<file path="src/rtl/uart_stream_pkg.sv">
// Shared types and constants for the UART sample streamer.
// States, header byte values and the bytes-per-sample helper.
package uart_stream_pkg;

  typedef enum logic [2:0] {
    IDLE,
    HDR_C,
    HDR_H,
    CH_ID,
    DATA,
    NEXT
  } st_t;

  localparam logic [7:0] ASC_C = 8'h43;
  localparam logic [7:0] ASC_H = 8'h48;
  localparam logic [7:0] ASC_0 = 8'h30;

  function automatic int nb_of(input int w);
    return (w + 7) / 8;
  endfunction

endpackage

</file>
<file path="src/rtl/uart_sample_streamer_prio.sv">
// Finds the lowest set mask bit at or above index `from`.
// In: mask, from. Out: nxt (index), found.
module prio_next_ch
  import uart_stream_pkg::*;
#(
  parameter int N_CH = 4,
  parameter int CW   = 3
) (
  input  logic [N_CH-1:0] mask,
  input  logic [CW-1:0]   from,
  output logic [CW-1:0]   nxt,
  output logic            found
);

  // Descending scan so the lowest qualifying bit wins.
  always_comb begin
    nxt   = '0;
    found = 1'b0;
    for (int i = N_CH - 1; i >= 0; i--) begin
      if (mask[i] && (CW'(i) >= from)) begin
        nxt   = CW'(i);
        found = 1'b1;
      end
    end
  end

endmodule

</file>
<file path="src/rtl/uart_sample_streamer.sv">
// Snapshots N_CH samples on a decimated sample_clk edge and streams them
// as "CH<id><bytes>" packets to uart_tx (tx_start/tx_data/tx_busy).
// Also: en, ch_mask, samples in; frame_active, drop_count, led_frame out.
module uart_sample_streamer
  import uart_stream_pkg::*;
#(
  parameter int W        = 16,
  parameter int N_CH     = 4,
  parameter int DECIMATE = 1
) (
  input  logic            clk,
  input  logic            rst_n,
  input  logic            sample_clk,
  input  logic            en,
  input  logic [N_CH-1:0] ch_mask,
  input  logic [N_CH*W-1:0] samples,
  output logic            tx_start,
  output logic [7:0]      tx_data,
  input  logic            tx_busy,
  output logic            frame_active,
  output logic [7:0]      drop_count,
  output logic            led_frame
);

  localparam int NB = nb_of(W);
  localparam int EW = NB * 8;
  localparam int CW = $clog2(N_CH + 1);

  st_t state, state_n;
  logic [CW-1:0] ch, ch_n;
  logic [1:0] bidx, bidx_n;
  logic guard;
  logic sc_q;
  logic [15:0] dec_cnt;
  logic [N_CH*W-1:0] sh;
  logic [N_CH-1:0] shm;

  logic edge_s, trig, can_tx, load, done;
  logic [N_CH-1:0] pm;
  logic [CW-1:0] pfrom, pnxt;
  logic pfound;
  logic signed [W-1:0] cur;
  logic signed [EW-1:0] ext;

  assign edge_s = sample_clk & ~sc_q;
  assign trig = edge_s & en &
                (dec_cnt == 16'(DECIMATE - 1));
  assign can_tx = ~tx_busy & ~guard;
  assign frame_active = (state != IDLE);

  // IDLE picks the first channel from the live mask;
  // NEXT continues above ch in the shadow mask.
  assign pm = (state == IDLE) ? ch_mask : shm;
  assign pfrom = (state == IDLE) ? '0 : ch + CW'(1);

  prio_next_ch #(
    .N_CH (N_CH),
    .CW   (CW)
  ) u_prio (
    .mask  (pm),
    .from  (pfrom),
    .nxt   (pnxt),
    .found (pfound)
  );

  assign cur = sh[ch*W +: W];
  assign ext = EW'(cur);

  always_comb begin
    state_n  = state;
    ch_n     = ch;
    bidx_n   = bidx;
    tx_start = 1'b0;
    tx_data  = '0;
    load     = 1'b0;
    done     = 1'b0;
    unique case (state)
      IDLE: begin
        if (trig) begin
          load = 1'b1;
          if (pfound) begin
            ch_n    = pnxt;
            state_n = HDR_C;
          end
        end
      end
      HDR_C: begin
        if (can_tx) begin
          tx_start = 1'b1;
          tx_data  = ASC_C;
          state_n  = HDR_H;
        end
      end
      HDR_H: begin
        if (can_tx) begin
          tx_start = 1'b1;
          tx_data  = ASC_H;
          state_n  = CH_ID;
        end
      end
      CH_ID: begin
        if (can_tx) begin
          tx_start = 1'b1;
          tx_data  = ASC_0 + 8'(ch);
          bidx_n   = 2'(NB - 1);
          state_n  = DATA;
        end
      end
      DATA: begin
        if (can_tx) begin
          tx_start = 1'b1;
          tx_data  = ext[{bidx, 3'b000} +: 8];
          if (bidx == 2'd0) state_n = NEXT;
          else bidx_n = bidx - 2'd1;
        end
      end
      NEXT: begin
        if (pfound) begin
          ch_n    = pnxt;
          state_n = HDR_C;
        end else begin
          done    = 1'b1;
          state_n = IDLE;
        end
      end
      default: state_n = IDLE;
    endcase
  end

  always_ff @(posedge clk or negedge rst_n) begin
    if (!rst_n) begin
      state      <= IDLE;
      ch         <= '0;
      bidx       <= '0;
      guard      <= 1'b0;
      sc_q       <= 1'b0;
      dec_cnt    <= '0;
      sh         <= '0;
      shm        <= '0;
      drop_count <= '0;
      led_frame  <= 1'b0;
    end else begin
      state <= state_n;
      ch    <= ch_n;
      bidx  <= bidx_n;
      // Covers the cycle before uart_tx raises busy.
      guard <= tx_start;
      sc_q  <= sample_clk;
      if (!en) begin
        dec_cnt <= '0;
      end else if (edge_s) begin
        if (dec_cnt == 16'(DECIMATE - 1)) dec_cnt <= '0;
        else dec_cnt <= dec_cnt + 16'd1;
      end
      if (load) begin
        sh  <= samples;
        shm <= ch_mask;
      end
      if (trig && state != IDLE && drop_count != 8'hFF)
        drop_count <= drop_count + 8'd1;
      if (done) led_frame <= ~led_frame;
    end
  end

endmodule
</file>
<file path="config.mk">
export PLATFORM = sky130hd
export DESIGN_NAME = uart_sample_streamer
export DESIGN_NICKNAME = d
export VERILOG_FILES = /design/src/rtl/uart_stream_pkg.sv /design/src/rtl/uart_sample_streamer_prio.sv /design/src/rtl/uart_sample_streamer.sv
export SDC_FILE = /design/constraint.sdc
export NUM_CORES = 1
export LEC_CHECK = 0
export BUFFER_PORTS_ARGS = -buffer_cell sky130_fd_sc_hd__buf_4
export CELL_PAD_IN_SITES_DETAIL_PLACEMENT = 0
export CELL_PAD_IN_SITES_GLOBAL_PLACEMENT = 1
export CORE_MARGIN = 5
export CORE_UTILIZATION = 40
export DETAILED_ROUTE_END_ITERATION = 10
export PLACE_DENSITY_LB_ADDON = 0.1
export RECOVER_POWER = 25
export SLEW_MARGIN = 10
export SYNTH_ARGS = -nofsm -noshare
export SYNTH_HDL_FRONTEND = slang
export SYNTH_SLANG_ARGS = --single-unit
</file>
<file path="constraint.sdc">
create_clock -name clk -period 1.9 [get_ports clk]
set_input_delay 0.285 -clock clk [delete_from_list [all_inputs] [get_ports clk]]
set_output_delay 0.285 -clock clk [all_outputs]
set_load 0.02 [all_outputs]
</file>
**Word level (Yosys, flattened, before mapping)**

Cells that the tools add are included.

- Equal/unequal tests: 15
- Shift-type cells: 2
- Bitwise operators: 8
- Order comparisons: 4
- Muxes and demuxes: 40
- Reductions and logical operators: 16
- Add/subtract/negate cells: 5

Operator list:

| operator | count |
|---|---|
| 64-bit by 8-bit variable part select with 16-bit output | 1 |
| 16-bit two-way mux | 3 |
| 8-bit one-hot mux with 4 select lines | 1 |
| 3-bit two-way mux | 10 |
| 7-bit two-way mux | 3 |
| 3-bit one-hot mux with 6 select lines | 1 |
| 16-bit by 1-bit adder with 16-bit output (second input constant) | 1 |
| 16-bit zero test | 1 |
| 2-bit inequality test (second input constant) | 8 |
| 16-bit by 6-bit variable part select with 8-bit output | 1 |
| 2-bit two-way mux | 7 |
| 1-bit two-way mux | 11 |
| 8-bit by 1-bit adder with 8-bit output (second input constant) | 1 |
| 8-bit two-way mux | 1 |
| 8-bit inequality test (second input constant) | 1 |
| 6-bit by 3-bit adder with 7-bit output (first input constant) | 1 |
| 7-bit AND reduction | 1 |
| 3-bit by 2-bit equality test with 1-bit output (second input constant) | 2 |
| 3-bit equality test (second input constant) | 2 |
| 1-bit by 3-bit >= comparator with 1-bit output (first input constant) | 2 |
| 2-bit by 3-bit >= comparator with 1-bit output (first input constant) | 2 |
| 1-bit logical AND | 6 |
| 3-bit one-hot mux with 2 select lines | 1 |
| 1-bit AND | 4 |
| 14 further kinds | 18 |

- Output and inout port bits: 19
- Flip-flop bits (word level): 103
- Word-level logic and storage cells: 100
- Input port bits: 73

**Depth between registers and ports, before layout**

Gate-level depths: netlist of the first run.

- Depth after elaboration: 11
- Mapped depth: 8
- Mapped depth without buffers: 7

**Hierarchy**

A second synthesis of the first run with hierarchy kept.

- Cells, all modules: 411
- Area total of the unflattened synthesis: 5094.9 um^2

By module, submodules not included:

| module | cells an instance | instances | area an instance (um^2) | sequential area each (um^2) |
|---|---|---|---|---|
| uart_sample_streamer | 398 | 1 | 5016.1 | 2577.5 |
| prio_next_ch | 13 | 1 | 78.8 | 0.0 |

**Worst setup path before layout of the first run**

Ideal clock, no wire load.

- Path type: register to output
- From: register state[1]
- To: output tx_data[1]
- Data arrival time: 1.826 ns
- Cell stages (with the launch flop): 7
- Required time: 1.615 ns
- Buffers on the path: 2
- Setup slack: -0.211 ns
- Cell sequence: dfrtp_1 > buf_6 > or3b_1 > clkbuf_1 > nor2_1 > nand2_1 > a21boi_0

- Cells in the longest elaborated chain, start to end: 2
- Elaborated cells on any way between the ends: 5
- Classes of those cells: 4 x eq/ne; 1 x mux

Ends and longest elaborated chain:

| what | line | text |
|---|---|---|
| start, declared | uart_sample_streamer.sv:29 | `st_t state, state_n;` |
| start signal, assigned | uart_sample_streamer.sv:143 | `state <= state_n;` |
| 3-bit equality test (tied with other cells) | uart_sample_streamer.sv:77 | `unique case (state)` |
| 8-bit one-hot mux with 4 select lines (*) | uart_sample_streamer.sv:77 |  |
| end, declared | uart_sample_streamer.sv:18 | `output logic [7:0] tx_data,` |

Every way passes the cells marked *; elsewhere a longest branch is shown, timed or not.

**Worst setup path in the final report of the first run**

- From: register ch[0]
- To: output tx_data[3]

- Cells in the longest elaborated chain, start to end: 4
- Elaborated cells on any way between the ends: 6
- Classes of those cells: 1 x add/sub; 2 x shift; 3 x mux

Ends and longest elaborated chain:

| what | line | text |
|---|---|---|
| start, declared | uart_sample_streamer.sv:30 | `logic [CW-1:0] ch, ch_n;` |
| start signal, assigned | uart_sample_streamer.sv:144 | `ch <= ch_n;` |
| 64-bit by 8-bit variable part select with 16-bit output | uart_sample_streamer.sv:66 | `assign cur = sh[ch*W +: W];` |
| 16-bit by 6-bit variable part select with 8-bit output | uart_sample_streamer.sv:112 | `tx_data = ext[{bidx, 3'b000} +: 8];` |
| 8-bit two-way mux | uart_sample_streamer.sv:110 | `if (can_tx) begin` |
| 8-bit one-hot mux with 4 select lines (*) | uart_sample_streamer.sv:77 |  |

Marks and branches as above.

==> impl_metrics.env, run 1 <==
export IMPL_max_stage_delay_ns=0.52
export IMPL_crit_family="multiplexers"
export IMPL_min_period_over_period=1.18
export IMPL_fin_ws_ns=-0.345
export IMPL_synth_xor_area_share=0.0189
export IMPL_place_congestion=0.836
export IMPL_antenna_cells=0
export IMPL_hold_viol=0
export IMPL_rrSetupSlack_ns=-0.28
export IMPL_fin_worst_skew_ns=0.00922
export IMPL_grt_setup_unrepaired="yes"
export IMPL_dp_hpwl_um=9170
export IMPL_holdWs_ns=0.0898
export IMPL_grt_first_pass_wirelength_um=20200
export IMPL_syn_nets=511
export IMPL_max_slew_margin=0.392
export IMPL_synth_cells=433
export IMPL_ys_ff_latch=102
export IMPL_synth_edf_count=0
export IMPL_critical_path_max_fanout=8
export IMPL_multi_input_area_um2=2510
export IMPL_htreeDepth=3
export IMPL_yosysUniqueCellTypes=45
export IMPL_fin_nets=664
export IMPL_path_class="reg2out"
export IMPL_outcome="finished, violations left"
export IMPL_failed_checks="negative setup slack"
export IMPL_hold_depth=1
export IMPL_grt_max_degree=48
export IMPL_min_from="sample_clk"
export IMPL_cts_root_buffer="clkbuf_16"
export IMPL_grt_util_all_layers=0.172
export IMPL_regToRegEndpoint="ch[0]"
export IMPL_clkSinkCount=102
export IMPL_final_cell_mix="buf_4 (137), dfrtp_1 (100), mux2_2 (67), nand2_1 (38), o21ai_0 (26)"
export IMPL_yosys_warnings=0
export IMPL_vdd_ir_drop_max_mv=0.549
export IMPL_io_buffers=91
export IMPL_num_rows=41
export IMPL_drive_gt1_frac=0.518
export IMPL_antenna_found_initial=0
export IMPL_drv_slew=0
export IMPL_ys_seq_area_frac=0.502
export IMPL_numCtsBuffers=9
export IMPL_muxShareOfSynthArea=0.224
export IMPL_core_area_um2=12600
export IMPL_post_route_min_period_ns=2.24
export IMPL_reg2reg_from="ch[0]"
export IMPL_clk_pin_slew_worst_paths_ns=0.07
export IMPL_p_leak_nw=3.22
export IMPL_die_y_um=123
export IMPL_drt_vias_per_instance=5.16
export IMPL_overflow=0
export IMPL_seq_area_um2=2550
export IMPL_syn_avg_cell_area_um2=11.8
export IMPL_dieArea_um2=15100
export IMPL_setup_viol=80
export IMPL_final_util=0.561
export IMPL_synth_top_family_by_area="multiplexers"
export IMPL_ant_nets=0
export IMPL_worst_pin_slew_ns=0.913
export IMPL_fmax_mhz=445
export IMPL_cpMaxStageDelayCell="mux4_2"
export IMPL_area_growth_pct=38.6
export IMPL_dominantRegCellSynth="dfrtp_1"
export IMPL_finalSetupTns_ns=-7.00
export IMPL_required_ns=1.62
export IMPL_clk_latency_ns=0.35
export IMPL_netlist_area_um2=5090
export IMPL_hp_class="in2reg"
export IMPL_synth_simple_area_share=0.125
export IMPL_worstPathCellList="buf_12 -> mux4_2 -> nand2_2 -> nand2_1 -> a21oi_1 -> nor2_1 -> buf_4"
export IMPL_start_util=0.405
export IMPL_arrival_ns=1.96
export IMPL_synth_compound_area_share=0.0779
export IMPL_worstHoldEndpoint="sc_q"
export IMPL_worst_path_buf_inv=2
export IMPL_cp_start_kind="register"
export IMPL_grt_pass1_vias=3981
export IMPL_clock_path_buffers=2
export IMPL_vias=3938
export IMPL_drt_first_pass_iters=4
export IMPL_end_kind="output pin"
export IMPL_avgRoutedWirePerCell_um=17.6
export IMPL_synth_adder_area_share=0.0123
export IMPL_die_width_um=123
export IMPL_power_density_nw_per_um2=1410
export IMPL_ff2ff_path_depth=8
export IMPL_finalWirelength_um=13400
export IMPL_maxCapViolations=0
export IMPL_drc=0
export IMPL_cts_tree="built"
export IMPL_finalPower_mw=9.97
export IMPL_synthArstFlopShare=1.00
export IMPL_boundaryPins=92
export IMPL_layout_commonest_cell="buf_4"
export IMPL_fillerInstances=1112
export IMPL_drt_iter0_drc=286
-- stage by stage --
stage                     worst slack [ns]  cells  area, um^2
after floorplan                    -0.0121    433        5120
after global placement             -0.0954    725        6300
after detailed placement            -0.132    725        6300
after CTS                           -0.346    747        6760
after global routing                -0.432    763        7050
final                               -0.345    763        7050
-- repair_timing --
action | in CTS | in global routing
setup buffers | 5 | 7
pin swaps | 18 | 13
setup endpoints to repair | 93 | 85
hold buffers | 1 | 0
resized for setup | 24 | 27
endpoints found under the hold margin | 30 | 0
gates cloned | 1 | 10
-- sequential cells by signal, summed over array words and instances, names as in the netlist --
name / count
sh: 64
led_frame: 1
guard: 1
shm: 4
ch: 2
state: 3
drop_count: 8
dec_cnt: 16
bidx: 2
sc_q: 1
-- worst max-delay path by stage --
stage                     cells after the start       start  slack (ns)          to
after floorplan                               6    state[1]       -0.01  tx_data[2]
after global placement                        8  dec_cnt[0]        -0.1  dec_cnt[5]
after detailed placement                      8  dec_cnt[0]       -0.13  dec_cnt[5]
after CTS                                     7       ch[0]       -0.35  tx_data[3]
after global routing                          7       ch[0]       -0.43  tx_data[3]
final                                         7       ch[0]       -0.34  tx_data[3]
-- synth_stat cells, drive strengths merged, types with 4 or more instances --
cell type  number  area share
and3            5      0.0061
nor3           16       0.019
nand2          48       0.035
o21ai          30       0.030
nand3          16       0.021
mux2           69        0.15
xnor2           5      0.0086
clkbuf          8      0.0059
a21oi          16       0.016
xor2            6       0.010
nor4            6      0.0086
or3             5      0.0061
buf            13       0.022
inv            17       0.013
dfrtp         102        0.50
nor2           16       0.012
mux4           16       0.071
ha              5       0.012
a21o            4      0.0059
-- report_power, final --
group / total [mW] / internal (mW) / switching (mW)
clock: 1.85 / 0.989 / 0.859
combinational: 4.57 / 2.56 / 2.01
sequential: 3.55 / 3.03 / 0.522
-- cell type report --
type / count / share of cell area
inverter: 18 / 0.00958
timing repair buffer: 162 / 0.199
clock inverter: 5 / 0.00674
sequential: 102 / 0.362
clock buffer: 11 / 0.0358
multi-input combinational: 293 / 0.356
tap: 172 / 0.0305
-- per-layer routing --
metal  global-route usage  up-vias  part of all wire
li1                     -     1866                 -
met1                0.242     1988              0.46
met2                0.269       67              0.48
met3               0.0323       17             0.040
met4               0.0546        0             0.017
met5                    0        -                 0
-- logic make-up (layout without fill, tap and decap cells) --
kind of cell,Yosys count,after routing
mux,85,85
flops,102,102
buf+inv,39,196
compound gates,67,67
xor+xnor,11,11
fa+ha+maj,5,5
simple gates,124,125
(Power assumes the default switching activity.)
==> inputs of run 2 (changes only) <==
Settings changed: BUFFER_PORTS_ARGS -buffer_cell sky130_fd_sc_hd__buf_4 to -buffer_cell sky130_fd_sc_hd__clkbuf_2, CORE_UTILIZATION 40 to 44.
Clock period 1.9 ns to 2.2 ns, I/O delays scaled along.
==> run 2 against run 1 <==
  * The run still ends with negative setup slack left
  * Non-clock buffer count shrank 40
  * Global-route usage grew 0.18 points
  * Critical path type unchanged
  * Wire length shrank 12%
  * Via count shrank 6.6%
  * Worst setup slack gained 0.23 ns
  * Clock skew shrank 0.0025 ns
  * Critical path depth is the same
  * Highest routed layer unchanged
==> impl_metrics.env, run 2 (synthesis gave the netlist of run 1 again) <==
export IMPL_outcome="finished, violations left"
export IMPL_failed_checks="negative setup slack"
export IMPL_grt_util_all_layers=0.174
export IMPL_io_buffers=91
export IMPL_min_period_over_period=1.05
export IMPL_dp_hpwl_um=8390
export IMPL_fin_nets=623
export IMPL_cts_tree="built"
export IMPL_arrival_ns=1.99
export IMPL_drt_vias_per_instance=5.31
export IMPL_drt_iter0_drc=221
export IMPL_grt_pass1_vias=3738
export IMPL_required_ns=1.87
export IMPL_drv_slew=0
export IMPL_grt_setup_unrepaired="yes"
export IMPL_path_class="reg2out"
export IMPL_start_util=0.448
export IMPL_core_area_um2=11400
export IMPL_die_y_um=118
export IMPL_antenna_cells=0
export IMPL_ctsHoldBuffers=0
export IMPL_place_congestion=0.819
export IMPL_fin_worst_skew_ns=0.00677
export IMPL_hp_class="in2reg"
export IMPL_layout_commonest_cell="dfrtp_1"
export IMPL_final_cell_mix="dfrtp_1 (101), clkbuf_2 (82), mux2_2 (69), nand2_1 (40)"
export IMPL_power_density_nw_per_um2=1310
export IMPL_worst_pin_slew_ns=1.23
export IMPL_cts_root_buffer="clkbuf_16"
export IMPL_dieArea_um2=13800
export IMPL_fillerInstances=1024
export IMPL_top_register="sh"
export IMPL_post_route_min_period_ns=2.32
export IMPL_critical_path_max_fanout=5
export IMPL_internal_power_mw=5.47
export IMPL_fmax_mhz=432
export IMPL_largest_register_ffs=64
export IMPL_clkSinkCount=102
export IMPL_p_clk_frac=0.199
export IMPL_die_width_um=118
export IMPL_pwr_share_seq=0.369
export IMPL_placed_cells=668
export IMPL_grt_max_degree=62
export IMPL_vdd_ir_drop_max_mv=0.666
export IMPL_area_growth_pct=23.8
export IMPL_htreeDepth=3
export IMPL_numCtsBuffers=9
export IMPL_vias=3678
export IMPL_swShare=0.338
export IMPL_clock_path_buffers=2
export IMPL_drive_gt1_frac=0.453
export IMPL_avgRoutedWirePerCell_um=17.1
export IMPL_p_leak_nw=2.89
export IMPL_antenna_found_initial=0
export IMPL_stdcell_count=693
export IMPL_end_kind="output pin"
export IMPL_num_rows=39
export IMPL_power_frac_comb=0.432
export IMPL_clk_latency_ns=0.35
export IMPL_ant_nets=0
export IMPL_setup_viol=8
export IMPL_reg_top3="sh: 64 flops, dec_cnt: 16 flops, drop_count: 8 flops"
export IMPL_grt_first_pass_wirelength_um=19300
export IMPL_overflow=0
export IMPL_maxCapViolations=0
export IMPL_max_slew_margin=0.181
export IMPL_clk_pin_slew_worst_paths_ns=0.07
export IMPL_drt_first_pass_iters=4
export IMPL_boundaryPins=92
export IMPL_fin_ws_ns=-0.115
export IMPL_power_switching_mw=2.79
export IMPL_holdWs_ns=0.141
export IMPL_drc=0
export IMPL_hold_viol=0
export IMPL_cp_start_kind="register"
export IMPL_finalWirelength_um=11800
[run 2: final cells by class]
type / count / area [um^2] / share of cell area
clock buffers: 11 / 243 / 0.0385
clock inverters: 5 / 63.8 / 0.0101
inverters: 18 / 67.6 / 0.0107
multi-input cells: 292 / 2420 / 0.384
flip-flops and latches: 102 / 2550 / 0.405
well taps: 143 / 179 / 0.0284
repair buffers: 122 / 774 / 0.123
[run 2: repair_timing]
| item | CTS | global route |
|---|---|---|
| resized for setup | 12 | 41 |
| gates cloned | 0 | 1 |
| buffers inserted | 3 | 5 |
| setup endpoints to repair | 9 | 10 |
| pin swaps | 0 | 13 |
[run 2: path summary, 6_finish.rpt]
path,slack [ns],endpoint,from,depth (start not counted)
setup / recovery,-0.12,tx_data[6],ch[0],7
hold / removal,0.14,sc_q,sample_clk,1
min in group asynchronous,0.23,sh[1],rst_n,1
hold reg to reg,0.47,led_frame,led_frame,1
max in group asynchronous,0.57,sh[27],rst_n,2
setup reg to reg,0.03,ch[0],ch[0],7
[run 2: routing by layer]
layer | track usage | routed length [um] | vias to the layer above
met5 | 0 | 0 | -
met4 | 0.0487 | 177 | 0
met3 | 0.0562 | 554 | 11
met2 | 0.263 | 5570 | 71
met1 | 0.240 | 5520 | 1814
li1 | - | - | 1782
[run 2: critical path, cell delays in order, from the launching register on]
cell,delay (ns)
dfrtp_2,0.46
buf_12,0.16
mux4_2,0.54
nand2_2,0.09
nand2_2,0.07
a21oi_2,0.11
nor2_1,0.05
buf_4,0.16
[run 2: per-stage QoR]
step | power, mW | setup WS (ns) | util | TNS, ns | cell area [um^2]
finish | 8.26 | -0.115 | 0.554 | -0.470 | 6300
global route | 8.82 | -0.184 | 0.554 | -1.24 | 6300
CTS | 7.95 | -0.163 | 0.540 | -0.655 | 6140
detailed placement | 6.14 | -0.0810 | 0.508 | -0.0810 | 5780
global placement | 6.06 | 0.0165 | 0.508 | 0 | 5780
floorplan | 5.24 | 0.0439 | - | 0 | 5090
[run 2: power by group through the flow]
stage	clock network, mW	registers, mW	logic, mW
after floorplan	0	2.98	2.26
after global placement	0	3.01	3.05
after detailed placement	0	3.05	3.09
after CTS	1.71	3.03	3.21
after global routing	1.78	3.13	3.91
final	1.65	3.05	3.57
==> inputs of run 3 (changes only) <==
Settings changed: TNS_END_PERCENT from default to 20.
==> run 3 against run 2 <==
  * The run still ends with negative setup slack left
  * Non-clock buffer count is 3 lower
  * Die area stayed put
  * Largest cell class unchanged
  * Register-to-register slack about the same
  * Highest routed layer unchanged
==> impl_metrics.env, run 3 (synthesis gave the netlist of run 1 again) <==
export IMPL_outcome="finished, violations left"
export IMPL_failed_checks="negative setup slack"
export IMPL_drc=0
export IMPL_dieArea_um2=13800
export IMPL_final_cell_mix="dfrtp_1 (101), clkbuf_2 (82), mux2_2 (69), nand2_1 (43), o21ai_0 (28)"
export IMPL_cp_start_kind="register"
export IMPL_seq_area_um2=2550
export IMPL_cts_root_buffer="clkbuf_16"
export IMPL_power_density_nw_per_um2=1300
export IMPL_clkSinkCount=102
export IMPL_boundaryPins=92
export IMPL_core_area_um2=11400
export IMPL_largest_register_ffs=64
export IMPL_drive_gt1_frac=0.435
export IMPL_dpl_cell_area_um2=5780
export IMPL_drv_slew=0
export IMPL_ant_nets=0
export IMPL_required_ns=1.87
export IMPL_clock_path_buffers=2
export IMPL_fin_ws_ns=-0.120
export IMPL_rrSetupSlack_ns=0.04
export IMPL_multi_input_area_um2=2370
export IMPL_holdWs_ns=0.137
export IMPL_maxCapViolations=0
export IMPL_max_slew_margin=0.178
export IMPL_min_period_over_period=1.05
export IMPL_io_buffers=91
export IMPL_antenna_cells=0
export IMPL_htreeDepth=3
export IMPL_arrival_ns=1.99
export IMPL_grt_first_pass_wirelength_um=19300
export IMPL_clk_pin_slew_worst_paths_ns=0.07
export IMPL_final_area_um2=6210
export IMPL_ff2ff_path_depth=6
export IMPL_end_kind="output pin"
export IMPL_antenna_found_initial=0
export IMPL_drt_first_pass_iters=4
export IMPL_hp_class="in2reg"
export IMPL_grt_util_all_layers=0.174
export IMPL_dp_hpwl_um=8390
export IMPL_regToRegEndpoint="ch[0]"
export IMPL_hold_viol=0
export IMPL_min_from="sample_clk"
export IMPL_cts_tree="built"
export IMPL_reg2reg_from="ch[0]"
export IMPL_reg_top3="sh: 64 flops, dec_cnt: 16 flops, drop_count: 8 flops"
export IMPL_setup_viol=8
export IMPL_grt_setup_unrepaired="yes"
export IMPL_avgRoutedWirePerCell_um=17.1
export IMPL_worst_pin_slew_ns=1.23
export IMPL_path_class="reg2out"
export IMPL_startpoint="ch[0]"
export IMPL_layout_commonest_cell="dfrtp_1"
export IMPL_post_route_min_period_ns=2.32
export IMPL_area_growth_pct=22.0
export IMPL_drt_iter0_drc=231
export IMPL_clk_latency_ns=0.35
export IMPL_vias=3683
export IMPL_die_y_um=118
export IMPL_place_congestion=0.819
export IMPL_fin_worst_skew_ns=0.00713
export IMPL_fillerInstances=1033
export IMPL_finalWirelength_um=11800
export IMPL_critical_path_max_fanout=5
export IMPL_fmax_mhz=431
export IMPL_num_rows=39
export IMPL_crit_end="tx_data[6]"
export IMPL_p_leak_nw=2.86
export IMPL_overflow=0
export IMPL_numCtsBuffers=9
export IMPL_drt_vias_per_instance=5.34
export IMPL_vdd_ir_drop_max_mv=0.670
export IMPL_grt_pass1_vias=3737
export IMPL_fin_nets=620
export IMPL_start_util=0.448
export IMPL_grt_max_degree=62
export IMPL_die_width_um=118
export IMPL_top_register="sh"
[run 3: cell count changes in the layout (fill, tap and decap cells not counted), sizes merged]
cell / before / now
buf: 36 / 33
[run 3: metal layers]
metal  wire length [um]  up-vias  GRT usage
met4                177        0     0.0487
met1               5500     1806      0.240
met5                  0        -          0
met3                610       11     0.0562
li1                   -     1781          -
met2               5500       85      0.263
[run 3: through the flow]
step	utilization	TNS, ns	power, mW	std cells	worst slack [ns]
2_1_floorplan	-	0	5.24	433	0.0439
3_3_place_gp	0.508	0	6.06	668	0.0165
3_5_place_dp	0.508	-0.0810	6.14	668	-0.0810
4_1_cts	0.540	-0.655	7.95	687	-0.163
5_1_grt	0.546	-1.41	8.60	690	-0.189
6_report	0.546	-0.613	8.06	690	-0.120
[run 3: critical path, cell delays in order, from the launching register on]
cell     delay [ns]
dfrtp_2        0.46
buf_12         0.16
mux4_2         0.54
nand2_2        0.09
nand2_2        0.08
a21oi_2        0.11
nor2_1         0.05
buf_4          0.16
[run 3: area by class of cell]
cell class | instances | area share
repair buffers | 119 | 0.117
clock buffers | 11 | 0.0391
clock inverters | 5 | 0.0103
well taps | 143 | 0.0288
flip-flops and latches | 102 | 0.411
inverters | 18 | 0.0109
multi-input cells | 292 | 0.382
[run 3: how the worst min path moves through the flow]
stage / endpoint / slack (ns) / depth (start not counted)
after global placement: sh[19] / 0.40 / 1
after global routing: sc_q / 0.12 / 1
final: sc_q / 0.14 / 1
after detailed placement: sh[19] / 0.40 / 1
after floorplan: bidx[0] / 0.03 / 0
after CTS: sh[17] / 0.02 / 1
[run 3: what timing repair did]
action / CTS / global route
setup endpoints to repair: 9 / 10
cloned: 0 / 1
pin swaps: 0 / 7
setup buffers: 3 / 2
gates resized for setup: 12 / 23
hold buffers: 0 / 0
[run 3: where the power goes]
part | total, mW | internal [mW] | switching [mW] | leakage, nW
clock network | 1.65 | 0.927 | 0.728 | 0.147
registers | 3.05 | 2.62 | 0.428 | 1.27
logic | 3.37 | 1.80 | 1.56 | 1.45
total | 8.06 | 5.34 | 2.72 | 2.86
